File: src/rtl/reg_pipe_elastic.sv
// Elastic valid/ready register chain of DEPTH stages with bubble collapsing and flush-to-preset.
// Define REG_PIPE_OCC_EN to add the registered occupancy output occ.
module reg_pipe_elastic #(
    parameter int                DATA_W     = 20,
    parameter int                DEPTH      = 2,
    parameter logic [DATA_W-1:0] PRESET_VAL = '0
) (
    input  logic              clk,
    input  logic              rst,
    input  logic              flush,
    input  logic              in_valid,
    output logic              in_ready,
    input  logic [DATA_W-1:0] din,
    output logic              out_valid,
    input  logic              out_ready,
    output logic [DATA_W-1:0] dout
`ifdef REG_PIPE_OCC_EN
    ,
    output logic [$clog2(DEPTH+1)-1:0] occ
`endif
);

    logic [DEPTH-1:0]  v_q;
    logic [DEPTH-1:0]  v_d;
    logic [DEPTH-1:0]  adv;
    logic [DATA_W-1:0] d_q [DEPTH];
    logic [DATA_W-1:0] d_d [DEPTH];
    logic              up_full;
    logic              in_xfer;
    logic              out_xfer;

    // A stage can move when any stage downstream is empty or the tail drains.
    always_comb begin
        adv     = '0;
        up_full = 1'b1;
        for (int i = 0; i < DEPTH; i++) begin
            up_full = 1'b1;
            for (int j = i + 1; j < DEPTH; j++) begin
                up_full = up_full & v_q[j];
            end
            adv[i] = v_q[i] & (out_ready | ~up_full);
        end
    end

    assign in_ready  = (~v_q[0] | adv[0]) & ~flush;
    assign out_valid = v_q[DEPTH-1] & ~flush;
    assign dout      = d_q[DEPTH-1];
    assign in_xfer   = in_valid & in_ready;
    assign out_xfer  = out_valid & out_ready;

    always_comb begin
        v_d = v_q;
        d_d = d_q;
        if (in_xfer) begin
            v_d[0] = 1'b1;
            d_d[0] = din;
        end else if (adv[0]) begin
            v_d[0] = 1'b0;
        end
        for (int i = 1; i < DEPTH; i++) begin
            if (adv[i-1]) begin
                v_d[i] = 1'b1;
                d_d[i] = d_q[i-1];
            end else if (adv[i]) begin
                v_d[i] = 1'b0;
            end
        end
    end

    always_ff @(posedge clk) begin
        if (rst || flush) begin
            v_q <= '0;
            for (int i = 0; i < DEPTH; i++) begin
                d_q[i] <= PRESET_VAL;
            end
        end else begin
            v_q <= v_d;
            d_q <= d_d;
        end
    end

`ifdef REG_PIPE_OCC_EN
    localparam int OCC_W = $clog2(DEPTH+1);

    logic [OCC_W-1:0] occ_q;
    logic [OCC_W-1:0] occ_d;

    always_comb begin
        occ_d = occ_q;
        case ({in_xfer, out_xfer})
            2'b10:   occ_d = occ_q + OCC_W'(1);
            2'b01:   occ_d = occ_q - OCC_W'(1);
            default: occ_d = occ_q;
        endcase
    end

    always_ff @(posedge clk) begin
        if (rst || flush) begin
            occ_q <= '0;
        end else begin
            occ_q <= occ_d;
        end
    end

    assign occ = occ_q;
`endif

endmodule
File: config.mk
export PLATFORM = sky130hd
export DESIGN_NAME = reg_pipe_elastic
export DESIGN_NICKNAME = d
export VERILOG_FILES = /design/src/rtl/reg_pipe_elastic.sv
export SDC_FILE = /design/constraint.sdc
export NUM_CORES = 1
export LEC_CHECK = 0
export CAP_MARGIN = 20
export CORE_ASPECT_RATIO = 1.1
export CORE_MARGIN = 5
export CORE_UTILIZATION = 55
export CTS_CLUSTER_DIAMETER = 150
export CTS_CLUSTER_SIZE = 12
export DETAILED_ROUTE_END_ITERATION = 8
export DONT_BUFFER_PORTS = 1
export MAX_ROUTING_LAYER = met4
export PLACE_DENSITY = 0.7
export SLEW_MARGIN = 20
export SYNTH_ARGS = -nofsm -noshare
export SYNTH_HDL_FRONTEND = slang
export SYNTH_SLANG_ARGS = --single-unit
File: constraint.sdc
create_clock -name clk -period 2.1 [get_ports clk]
set_clock_uncertainty 0.15 [all_clocks]
set_input_delay 0.42 -clock clk [delete_from_list [all_inputs] [get_ports clk]]
set_output_delay 0.42 -clock clk [all_outputs]
set_load 0.005 [all_outputs]
==> metrics.md <==
| Metric | Value |
|---|---|
| Run status | finished, final reports clean |
| Non-Filler Instances | 226 |
| Critical path type | flop to output port |
| RD Place Congestion | 0.794 |
| Largest area contributor in the netlist | dfxtp_1 |
| DRT antenna net count | 0 |
| Sequential area share after synthesis | 0.451 |
| Placed cells | 218 |
| HP Class | input pin to flop |
| Count of final setup violators | 0 |
| Syn_nets | 244 |
| Worst EP arrival | 1.22 ns |
| Setup Fix Bufs, Post-CTS | 0 |
| DRT iter0 DRCs | 117 |
| DR vias/cell | 6.31 |
| Number of synthesized flops with an enable pin | 0 |
| CTS clk-pin slew, worst paths | 0.12 ns |
| Final hold vios | 0 |
| GR Overflow Total | 0 |
| Startpoint Class | flop |
| Starting Density | 0.565 |
| Cell Area, Placed | 1690 um2 |
| Slew Limit Fails | 0 |
| Initial antenna violation count | 0 |
| Fmax | 558 MHz |
| Horiz. Die Dim | 65.5 um |
| First-pass GRT wire length | 6400 um |
| DIE AREA | 4660 um2 |
| CTS resizes | 0 |
| Crit. End Element | output port |
| # rows | 22 |
| Reg-to-Reg Start | v_q[1] |
| Clock Latency Late Sink | 0.35 ns |
| Clock H-tree levels | 2 |
| Bufs on Longest Clock Path | 2 |
| Post-DP HPWL | 2780 um |
| Area delta synth->final | -6.04% |
| PD cells | 733 nW/um2 |
| Antenna cells | 0 |
| Post-layout net count | 214 |
| Detailed Route WL | 3870 um |
| Cell Area, Synth | 1870 um2 |
| Setup_tns | 0 ns |
| Max_slew headroom | 0.486 |
| Synthesis warning total | 0 |
| Final core occ | 0.531 |
| VDD IR max | 0.000397 V |
| Fin crit share | 0.853 |
| Static Leakage | 0.648 nW |
| DRC Markers | 0 |
| Hold buffers post-CTS | 0 |
| Die height | 71.1 um |
| Post-Syn Instances | 219 |
| Gr usage total | 0.182 |
| Max FO, Critical Path | 21 |
| MaxCap Viol Count | 0 |
| TritonCTS Buffers | 5 |
| Largest net degree at the start of global routing | 26 |
| Critical Path Source | v_q[1] |
| CTS tree | built |
| Worst-Margin Slew | 0.771 ns |
| Post-synth top flop | dfxtp_1 |
| Post-synthesis async set-or-reset flop share | 0 |
| Min-delay src | din[16] |
| Vias in the first global route | 1296 |
| Main area contributors after synthesis | dfxtp_1, o311ai_1, buf_4 |
| Syn avg cell area | 8.52 um2 |
| WL/cell | 17.1 um |
| Synth top cells by count | dfxtp_1, a21oi_1 |
| Worst EP required | 1.53 ns |
| Total number of vias | 1427 |
| Clk sinks | 42 |
| IO Pins | 47 |
| Unrepaired setup endpoints after global routing | no |
| Core Region | 3300 um2 |
| Fin area | 1750 um2 |
| Share of the synthesized area in the top cell type | 0.451 |
| Pre-Repair DR Iteration Count | 4 |
| Clk root buf | clkbuf_4 |
| FF+latch count, synth | 42 |
| IO Port Bufs | 0 |
| Post-synth cell types | 19 |
| Layout cell share with drive strength beyond 1 | 0.0895 |
| Count leader, synth | dfxtp_1 |
| Post-route minimum period | 1.79 ns |
==> sequential cells by signal, indices dropped and copies added, names as in the netlist <==
name  flops
d_q      20
dout     20
v_q       2
==> per-layer routing <==
layer	wire length (um)	part of all wire	global-route usage	vias up
met5	0	0	-	-
met4	46	0.012	0.0691	0
met3	256	0.066	0.0571	5
met1	1860	0.48	0.256	654
met2	1700	0.44	0.240	42
li1	-	-	-	726
==> report_power, final <==
group          internal (mW)  switching (mW)  total (mW)
combinational         0.0167          0.0456      0.0623
sequential             0.807         0.00667       0.814
clock                  0.162           0.246       0.408
total                  0.986           0.298        1.28
==> cells by family after synthesis <==
group / Yosys count / share of synthesized area
AND/OR/NAND/NOR: 69 / 0.192
AO/OA/AOI/OAI: 62 / 0.207
buffers and inverters: 46 / 0.150
flip-flops: 42 / 0.451
==> final timing paths <==
check        slack (ns)  cells after the start  endpoint
max                0.31                      2  in_ready
min                0.04                      2   d_q[36]
max reg2reg        0.70                      3  dout[16]
min reg2reg        0.32                      2   d_q[30]
==> worst max-delay path: stages, from the launching register on <==
cell	delay, ns
dfxtp_1	0.41
and3b_4	0.38
nor2_1	0.09
==> cells in the final DEF (no fill, tap or decap), drive strengths merged, types with 2 or more instances in the layout <==
| cell type | n |
|---|---|
| o311ai | 20 |
| clkbuf | 7 |
| a21oi | 22 |
| nand3 | 20 |
| nand2 | 20 |
| buf | 7 |
| nor2 | 2 |
| nand4 | 20 |
| nor2b | 3 |
| o21ai | 20 |
| dfxtp | 42 |
| inv | 2 |
==> area by class of cell <==
type                            count  area, um2
Multi-Input combinational cell    131        747
Sequential cell                    42        841
Timing Repair Buffer                7       52.6
Tap cell                           36       45.0
Clock inverter                      1       5.00
Fill cell                         330       1550
Inverter                            2       7.51
Clock buffer                        7       55.1
==> through the flow <==
| step | setup WS (ns) | power (mW) | hold WS [ns] |
|---|---|---|---|
| floorplan | 0.651 | 0.887 | 0.288 |
| CTS | 0.295 | 1.29 | 0.0352 |
| finish | 0.309 | 1.28 | 0.0437 |
| global placement | 0.588 | 0.891 | 0.306 |
| detailed placement | 0.576 | 0.893 | 0.304 |
| global route | 0.208 | 1.34 | 0.0211 |
Power figures use the tool's default switching activity.
